### config.mk
export PLATFORM = sky130hd
export DESIGN_NAME = irq_controller_8
export DESIGN_NICKNAME = d
export VERILOG_FILES = /design/src/rtl/irq_controller_8.sv
export SDC_FILE = /design/constraint.sdc
export NUM_CORES = 1
export LEC_CHECK = 0
export BUFFER_PORTS_ARGS = -buffer_cell sky130_fd_sc_hd__buf_4
export CORE_MARGIN = 5
export CORE_UTILIZATION = 40
export CTS_CLUSTER_DIAMETER = 30
export CTS_CLUSTER_SIZE = 28
export DETAILED_ROUTE_END_ITERATION = 10
export HOLD_SLACK_MARGIN = 0.12
export PLACE_DENSITY = 0.71
export SETUP_SLACK_MARGIN = 0.02
export SYNTH_ARGS = -nofsm -noshare
export SYNTH_HDL_FRONTEND = slang
export SYNTH_SLANG_ARGS = --single-unit
### constraint.sdc
create_clock -name clk -period 1.7 [get_ports clk]
set_input_delay 0.17 -clock clk [delete_from_list [all_inputs] [get_ports clk]]
set_output_delay 0.17 -clock clk [all_outputs]
set_load 0.03 [all_outputs]
### src/rtl/irq_controller_8.sv
// irq_controller_8 -- 8-line priority interrupt controller.
//
// Raw request lines are synchronised, turned into pending bits (edge or level
// detection), filtered by a per-line mask and presented one at a time on a
// registered valid/id handshake. Once a request is presented it is held until it
// is acknowledged or until the controller is disabled. After every acknowledge
// there is at least one idle cycle before the next request is presented.
//
// Ports:
//   clk        input   1  clock, rising edge
//   rst        input   1  asynchronous active-high reset
//   en         input   1  controller enable
//   irq_in     input   8  raw request lines, bit 7 highest priority
//   mask       input   8  1 = line excluded from selection
//   ack        input   1  acknowledge of the presented irq_id
//   irq_valid  output  1  a request is presented on irq_id
//   irq_id     output  3  presented line index, 0 when irq_valid = 0
//   pending    output  8  pending-request vector
module irq_controller_8 #(
   parameter int unsigned EDGE_MODE = 1
) (
   input  logic       clk,
   input  logic       rst,
   input  logic       en,
   input  logic [7:0] irq_in,
   input  logic [7:0] mask,
   input  logic       ack,
   output logic       irq_valid,
   output logic [2:0] irq_id,
   output logic [7:0] pending
);

   typedef enum logic [1:0] {
      IDLE    = 2'd0,
      PRESENT = 2'd1,
      GAP     = 2'd2
   } state_t;

   state_t     state_q, state_d;
   logic [7:0] s1_q, s2_q, s3_q;
   logic [7:0] pend_q, pend_d;
   logic       valid_q, valid_d;
   logic [2:0] id_q, id_d;

   logic [7:0] rise;
   logic [7:0] set_vec;
   logic [7:0] cand;
   logic [2:0] sel;
   logic       ack_take;

   // Synchroniser plus delay flop for edge detection. Resetting them to zero
   // makes a line that is already high at reset release look like a new edge.
   always_ff @(posedge clk or posedge rst) begin
      if (rst) begin
         s1_q <= '0;
         s2_q <= '0;
         s3_q <= '0;
      end else begin
         s1_q <= irq_in;
         s2_q <= s1_q;
         s3_q <= s2_q;
      end
   end

   assign rise    = s2_q & ~s3_q;
   assign set_vec = en ? ((EDGE_MODE != 0) ? rise : s2_q) : '0;
   assign cand    = pend_q & ~mask;

   // Highest set bit of cand; later iterations override earlier ones.
   always_comb begin
      sel = '0;
      for (int unsigned i = 0; i < 8; i++) begin
         if (cand[i]) sel = 3'(i);
      end
   end

   // Disable takes priority over an acknowledge in the same cycle: the
   // presentation is withdrawn and the pending bit is kept.
   assign ack_take = (state_q == PRESENT) && en && ack;

   // Clear is applied first so that a simultaneous set wins.
   always_comb begin
      pend_d = pend_q;
      if (ack_take) pend_d[id_q] = 1'b0;
      pend_d = pend_d | set_vec;
   end

   always_ff @(posedge clk or posedge rst) begin
      if (rst) pend_q <= '0;
      else     pend_q <= pend_d;
   end

   // FSM: state register
   always_ff @(posedge clk or posedge rst) begin
      if (rst) state_q <= IDLE;
      else     state_q <= state_d;
   end

   // FSM: next state
   always_comb begin
      state_d = state_q;
      case (state_q)
         IDLE: begin
            if (en && (cand != '0)) state_d = PRESENT;
         end
         PRESENT: begin
            if (!en)     state_d = IDLE;
            else if (ack) state_d = GAP;
         end
         GAP: begin
            state_d = IDLE;
         end
         default: begin
            state_d = IDLE;
         end
      endcase
   end

   // FSM: outputs (next value of the registered valid/id pair)
   always_comb begin
      valid_d = 1'b0;
      id_d    = '0;
      case (state_q)
         IDLE: begin
            if (en && (cand != '0)) begin
               valid_d = 1'b1;
               id_d    = sel;
            end
         end
         PRESENT: begin
            if (en && !ack) begin
               valid_d = valid_q;
               id_d    = id_q;
            end
         end
         default: begin
            valid_d = 1'b0;
            id_d    = '0;
         end
      endcase
   end

   always_ff @(posedge clk or posedge rst) begin
      if (rst) begin
         valid_q <= 1'b0;
         id_q    <= '0;
      end else begin
         valid_q <= valid_d;
         id_q    <= id_d;
      end
   end

   assign irq_valid = valid_q;
   assign irq_id    = id_q;
   assign pending   = pend_q;

endmodule
==> impl_results.md, run 1 <==
- DP Area: 1650 µm²
- CP required: 1920 ps
- Maxcap violations: 0
- Final setup viols: 0
- Wire length on met3: 171 µm
- Nets: 165
- Die width: 68.2 µm
- Post-route clock period utilization: 0.773
- Core Region: 3310 µm²
- R2R cell count: 4
- Worst skew pair latency: 340 ps
- CTS max path bufs: 2
- Antenna-violating nets left: 0
- Power Density: 1080 nW/µm²
- Clk sinks: 38
- Clock transition at path regs: 120 ps
- CTS tree: yes
- ANT cells: 0
- Initial DRC count: 84
- WL met2: 1350 µm
- CP max stage delay: 440 ps
- Root Buffer: clkbuf_4
- Area fraction of the dominant cell type after synthesis: 0.701
- Critical path capture point type: flop
- Post-synth ARST share: 1.00
- Largest net degree at the start of global routing: 39
- Met1 wire length: 1050 µm
- Combinational share of power: 0.170
- Setup slack, reg-to-reg: 390 ps
- Worst Setup SP: pending[6]
- P_leak: 0.812 nW
- Setup TNS: 0 ps
- Crit-path cells: nand2b_4 > nand4_4 > o41ai_2 > o21ai_1
- Top-count cell post-synth: dfrtp_1
- Initial Util: 0.410
- Crit. path cell count: 4
- Outcome: finished clean
- Sw frac: 0.271
- Final instance area: 1830 µm²
- HPWL Detailed: 1870 µm
- Highest metal used: met4
- H-tree depth: 2
- Share of layout cells above drive strength 1: 0.349
- # DRC: 0
- PnR worst setup slack: 385 ps
- Post-synth top area cell: dfrtp_1
- Pre-CTS setup slack: 374 ps
- Area Overhead vs Synth: 35.1%
- GRT Total Usage: 0.127
- Most area-consuming cells after synthesis: dfrtp_1 70%, nand3b_1 4.4%, nand2_1 4.2%
- Launching point of the worst reg2reg path: pending[6]
- Clock Skew: 8.84 ps
- # port buffers: 31
- Syn Std Cell Area: 1360 µm²
- GPL Wtd Cong: 0.840
- Avg WL per Cell: 13.6 µm
- Flop pwr share: 0.524
- Fin. Hold Viols: 0
- CP max FO: 4
- Vias per inst: 4.66
- I/O pin cnt: 32
- Worst r2r dst: state_q[0]
- Worst hold path class: in -> reg
- Total vias in the final route: 895
- Antenna violations before repair: 0
- Max Fclk: 0.761 GHz
- Critical Path Sink: state_q[0]
- Final min period: 1310 ps
- Commonest cells post-synth: 38 x dfrtp_1, 15 x nand2_1, 8 x nand3b_1, 8 x o21ai_0, 5 x nand2b_1
- Rows: 21
- Max IR drop VDD: 668 µV
- Routed WL: 2610 µm
- Crit path buf inv count: 0
- Post-Syn Instances: 97
- Slew @ Worst Pin: 462 ps
- Clock power share: 0.306
- Drt first pass iters: 4
- Die height: 68.2 µm
- CP arrival: 1530 ps
- Mean Syn Cell Area: 14.0 µm²
- Yosys synthesis warning count: 0
- RSZ-0062 raised after global routing: no
- Placed cells: 174
- Cell Int Power: 1.44 mW
- Post CTS Setup Buffer Count: 0
- Max Slew Vio Count: 0
- Die area: 4660 µm²
- Post-route insts no fill: 192
- Switching Power: 0.534 mW
- Syn_nets: 117
- Hold_ws: 140 ps
- Slew margin rel.: 0.692
- CP startpoint kind: flop
- Crit path kind: reg -> reg
- Register bit total from synthesis: 38
- Top_reg_cell synth: dfrtp_1
- Number of flops mapped to enable cells by yosys: 0
- Delay-heaviest family, CP: compound AO/OA/AOI/OAI gates
- Sequential share of the synthesized area: 0.701
- Global-route wire length before repair: 4170 µm
- Vias in the first global route: 915
- Overflow after GRT: 0
- Crit-path slowest cell: dfrtp_1
- Post-synth cell types: 22
- TritonCTS buffer count: 5
- Filler cells: 301
-- registers in the layout, summed over array words and instances, names as in the netlist --
register and flops:
s3_q 8, irq_id 3, s2_q 8, state_q 2
pending 8, s1_q 8, irq_valid 1
-- worst min path at each step --
stage                     startpoint  cells after the start  slack, ps         end
after global placement     irq_in[7]                      1        280     s1_q[7]
after detailed placement   irq_in[2]                      1        280     s1_q[2]
after CTS                         en                      3        140  pending[5]
final                             en                      3        140  pending[3]
after floorplan            irq_in[0]                      0        200     s1_q[0]
after global routing              en                      3        150  pending[5]
-- power groups by stage --
stage | logic [mW] | clock network, mW | registers, mW
2_1_floorplan | 0.122 | 0 | 1.11
3_3_place_gp | 0.315 | 0 | 1.05
3_5_place_dp | 0.319 | 0 | 1.05
4_1_cts | 0.338 | 0.622 | 1.03
5_1_grt | 0.364 | 0.663 | 1.04
6_report | 0.334 | 0.603 | 1.03
-- repair_timing --
action                                 CTS  global route
endpoints found under the hold margin   47             0
hold buffers                            10             0
gates resized for setup                  0             0
-- worst min-delay path, delay by kind of cell --
kind	cells	cell delay [ps]
buf+inv	1	150
simple gates	2	130
-- cell usage in the layout (no fill, tap or decap), types with 2 or more instances in the layout --
cell           synthesis  routed
dlygate4sd3_1          0      10
clkinvlp_4             0       2
o21ai_0                8       8
clkbuf_4               0       5
nand2b_4               4       4
o31ai_1                2       2
nand3b_1               8       8
nand2_1               15      15
nand2b_1               5       5
o21ai_1                2       2
nor2b_1                2       2
dfrtp_1               38      38
buf_4                  0      32
-- metrics by stage --
step / power [mW] / utilization
6_report: 1.97 / 0.553
5_1_grt: 2.07 / 0.553
4_1_cts: 1.99 / 0.553
3_5_place_dp: 1.37 / 0.498
3_3_place_gp: 1.36 / 0.498
2_1_floorplan: 1.23 / -
-- cell type report --
type | instances | area (µm²) | share of cell area
tap | 46 | 57.6 | 0.0314
inverter | 1 | 3.75 | 0.00205
multi-input combinational | 57 | 397 | 0.217
sequential | 38 | 951 | 0.519
clock buffer | 5 | 37.5 | 0.0205
clock inverter | 3 | 45.0 | 0.0246
timing repair buffer | 42 | 340 | 0.186
-- per-layer routing --
| layer | up-vias | track usage |
|---|---|---|
| met3 | 8 | 0.0509 |
| met4 | 0 | 0.0372 |
| met1 | 431 | 0.153 |
| met5 | - | 0 |
| met2 | 29 | 0.211 |
| li1 | 427 | - |
-- cells by family after synthesis --
kind of cell,share of synthesized area
simple gates,0.200
flops,0.701
buf+inv,0.00645
compound gates,0.0923
(Power assumes the default switching activity.)
==> run 2, diff against run 1 <==
Settings changed: ABC_AREA set to 1, PLACE_DENSITY 0.71 to 0.74.
Clock period 1.7 ns to 1.1 ns, I/O delays scaled along.
==> impl_results.md, run 2 <==
- TritonCTS buffer count: 5 (unchanged)
- Maxcap violations: 0 (unchanged)
- Global-route wire length before repair: 5200 µm (+25%)
- Pwr Total: 3.04 mW (+55%)
- Failing checks: negative setup slack
- Critical path capture point type: flop
- Commonest cells post-synth: 38 x dfrtp_1, 38 x nand2_1, 17 x inv_1
- Post-synth ARST share: 1.00 (unchanged)
- Fin. Hold Viols: 0 (unchanged)
- Commonest non-fill, non-tap cell in the layout: nand2_1
- Vias in the first global route: 1193 (+30%)
- Initial Util: 0.410 (+0.000524)
- Mean Syn Cell Area: 10.4 µm² (-26%)
- Drt first pass iters: 4 (unchanged)
- Rows: 21 (unchanged)
- CP max stage delay: 440 ps (about the same)
- Clock transition at path regs: 110 ps (about the same)
- Max Slew Vio Count: 0 (unchanged)
- HPWL Detailed: 2060 µm (+10%)
- Die height: 68.5 µm (+0.40%)
- Die area: 4690 µm² (+0.79%)
- Top_reg_cell synth: dfrtp_1
- CP required: 1340 ps (-580 ps)
- Filler cells: 271 (-10%)
- Syn Std Cell Area: 1370 µm² (+0.92%)
- # port buffers: 31 (unchanged)
- Worst Setup SP: pending[2]
- Crit-path cells: nand2_1 > nand2_1 > nor2_2 > nand2_2 > nand3_4 > inv_2 > nand2_1 > nand2_1
- Max IR drop VDD: 1220 µV (+83%)
- Register area: 961 µm² (+1.1%)
- Most area-consuming cells after synthesis: dfrtp_1 69%, nand2_1 10%, inv_1 4.7%
- Share of layout cells above drive strength 1: 0.383 (+0.0341)
- Antenna violations before repair: 0 (unchanged)
- # DRC: 0 (unchanged)
- Initial DRC count: 46 (-45%)
- RSZ-0062 raised after global routing: yes
- CP arrival: 1410 ps (-120 ps)
- Clock Skew: 8.59 ps (-0.253 ps)
- GPL Wtd Cong: 0.835 (-0.63%)
- Syn_nets: 152 (+30%)
- Setup slack, reg-to-reg: -70 ps (-450 ps)
- ANT cells: 0 (unchanged)
- Area fraction of the dominant cell type after synthesis: 0.695 (-0.00641)
- CTS tree: yes
- CP max FO: 5 (+1)
- Clk sinks: 38 (unchanged)
- R2R cell count: 8 (+4)
- GR Util met3: 0.0535 (+0.00258)
- Post-Syn Instances: 132 (+36%)
- Overflow after GRT: 0 (unchanged)
- Final instance area: 2030 µm² (+11%)
- DP Area: 1690 µm² (+2.7%)
- Worst r2r dst: irq_id[0]
- Avg WL per Cell: 13.8 µm (+2.0%)
- Area of the multi-input gates: 420 µm² (+6.0%)
- GRT met2 Usage: 0.275 (+0.0647)
- Combinational share of power: 0.227 (+0.057)
- Root Buffer: clkbuf_4
- Core Region: 3340 µm² (+0.79%)
- PnR worst setup slack: -68.8 ps (-454 ps)
- Final min period: 1170 ps (-146 ps)
- Antenna-violating nets left: 0 (unchanged)
- Crit path kind: reg -> reg
- Cell Int Power: 2.12 mW (+48%)
- Final design utilization: 0.610 (+0.0564)
- Nets: 212 (+28%)
- Worst hold path class: in -> reg
- Clock power share: 0.245 (-0.061)
- Slew margin rel.: 0.826 (+0.135)
- CP startpoint kind: flop
- Critical Path Sink: irq_id[0]
- Gr busiest metal: met2
- Power Density: 1500 nW/µm² (+39%)
- H-tree depth: 2 (unchanged)
- P_leak: 0.977 nW (+20%)
- Outcome: finished, violations left
- Worst skew pair latency: 340 ps (about the same)
- Slew @ Worst Pin: 260 ps (-202 ps)
- GRT Total Usage: 0.156 (+0.0282)
- Vias per inst: 4.70 (+0.80%)
- Largest net degree at the start of global routing: 39 (unchanged)
- Switching Power: 0.920 mW (+72%)
- Met1 GRT Util: 0.159 (+0.00662)
- CTS max path bufs: 2 (unchanged)
- Post-synth cell types: 14 (-36%)
- Max Fclk: 0.856 GHz (+12%)
- Post-route clock period utilization: 1.06 (+0.289)
- Final setup viols: 8 (+8)
- Die width: 68.5 µm (+0.40%)
- CP dominant cell by count: nand2_1
- Sw frac: 0.302 (+0.0311)
- Area Overhead vs Synth: 48.6%
- Register bit total from synthesis: 38 (unchanged)
- Crit-path slowest cell: dfrtp_2
- Launching point of the worst reg2reg path: pending[2]
- Sequential share of the synthesized area: 0.695 (-0.00641)
- Flop pwr share: 0.528 (+0.004)
- Yosys synthesis warning count: 0 (unchanged)
- Post-synth top area cell: dfrtp_1
- Commonest non-fill, non-tap cells in the layout: 32 x nand2_1, 31 x buf_4, 30 x dfrtp_1
- Routed WL: 3310 µm (+27%)
- Total vias in the final route: 1123 (+25%)
- I/O pin cnt: 32 (unchanged)
- Number of flops mapped to enable cells by yosys: 0 (unchanged)
-- run 2: cell count changes in the layout (fill, tap and decap cells not counted), sizes merged, moves of 8 or more --
| cell | delta |
|---|---|
| buf | +9 |
| inv | +17 |
| nand2 | +25 |
| nand2b | -9 |
| nand3 | +10 |
| nand3b | -8 |
| nor2 | +11 |
-- run 2: power by group through the flow --
stage	clock, mW	sequential, mW	combinational [mW]
6_report	0.744	1.61	0.691
5_1_grt	0.838	1.63	0.744
4_1_cts	0.764	1.60	0.613
3_5_place_dp	0	1.63	0.523
3_3_place_gp	0	1.62	0.507
2_1_floorplan	0	1.72	0.186
-- run 2: critical path, delay by kind of cell, from the launching register on --
kind | cells | cell delay [ps]
buf+inv | 1 | 40
flops | 1 | 440
simple gates | 7 | 600
-- run 2: logic make-up after synthesis --
family,after synthesis,synth area share
simple gates,63,0.206
compound gates,13,0.0503
flops,38,0.695
buf+inv,18,0.0494
-- run 2: per-stage QoR --
stage	cells	TNS [ps]	setup slack [ps]	hold slack, ps
detailed placement	211	-9.69	-9.69	181
CTS	236	-6.42	-6.42	105
finish	239	-198	-68.8	148
floorplan	132	-4.32	-4.32	141
global placement	211	0	32.9	175
global route	239	-1090	-130	172
-- run 2: worst min path at each step --
| stage | from | endpoint | slack [ps] | depth (start not counted) |
|---|---|---|---|---|
| 3_3_place_gp | rst | s1_q[7] | 180 | 3 |
| 2_1_floorplan | irq_in[0] | s1_q[0] | 140 | 0 |
| 3_5_place_dp | rst | s1_q[7] | 180 | 3 |
| 4_1_cts | en | irq_id[1] | 100 | 3 |
| 5_1_grt | mask[7] | irq_id[0] | 170 | 6 |
| 6_report | mask[7] | irq_id[0] | 150 | 6 |
-- run 2: routing by layer --
layer / part of all wire / up-vias
met5: 0 / -
met4: 0.029 / 0
met3: 0.052 / 10
met2: 0.56 / 37
met1: 0.36 / 540
li1: - / 536
-- run 2: final cells by class --
class | instances | share of cell area
clock buffers | 6 | 0.0252
multi-input cells | 77 | 0.207
flip-flops and latches | 38 | 0.472
clock inverters | 2 | 0.00615
inverters | 18 | 0.0332
repair buffers | 52 | 0.228
well taps | 46 | 0.0283
-- run 2: repair_timing --
| item | 4_1_cts | 5_1_grt |
|---|---|---|
| endpoints found under the setup margin | 4 | 22 |
| hold endpoints to repair | 52 | 3 |
| resized for setup | 8 | 22 |
| pin swaps | 6 | 4 |
| gates cloned | 0 | 1 |
| setup buffers | 7 | 1 |
| hold buffers | 10 | 1 |
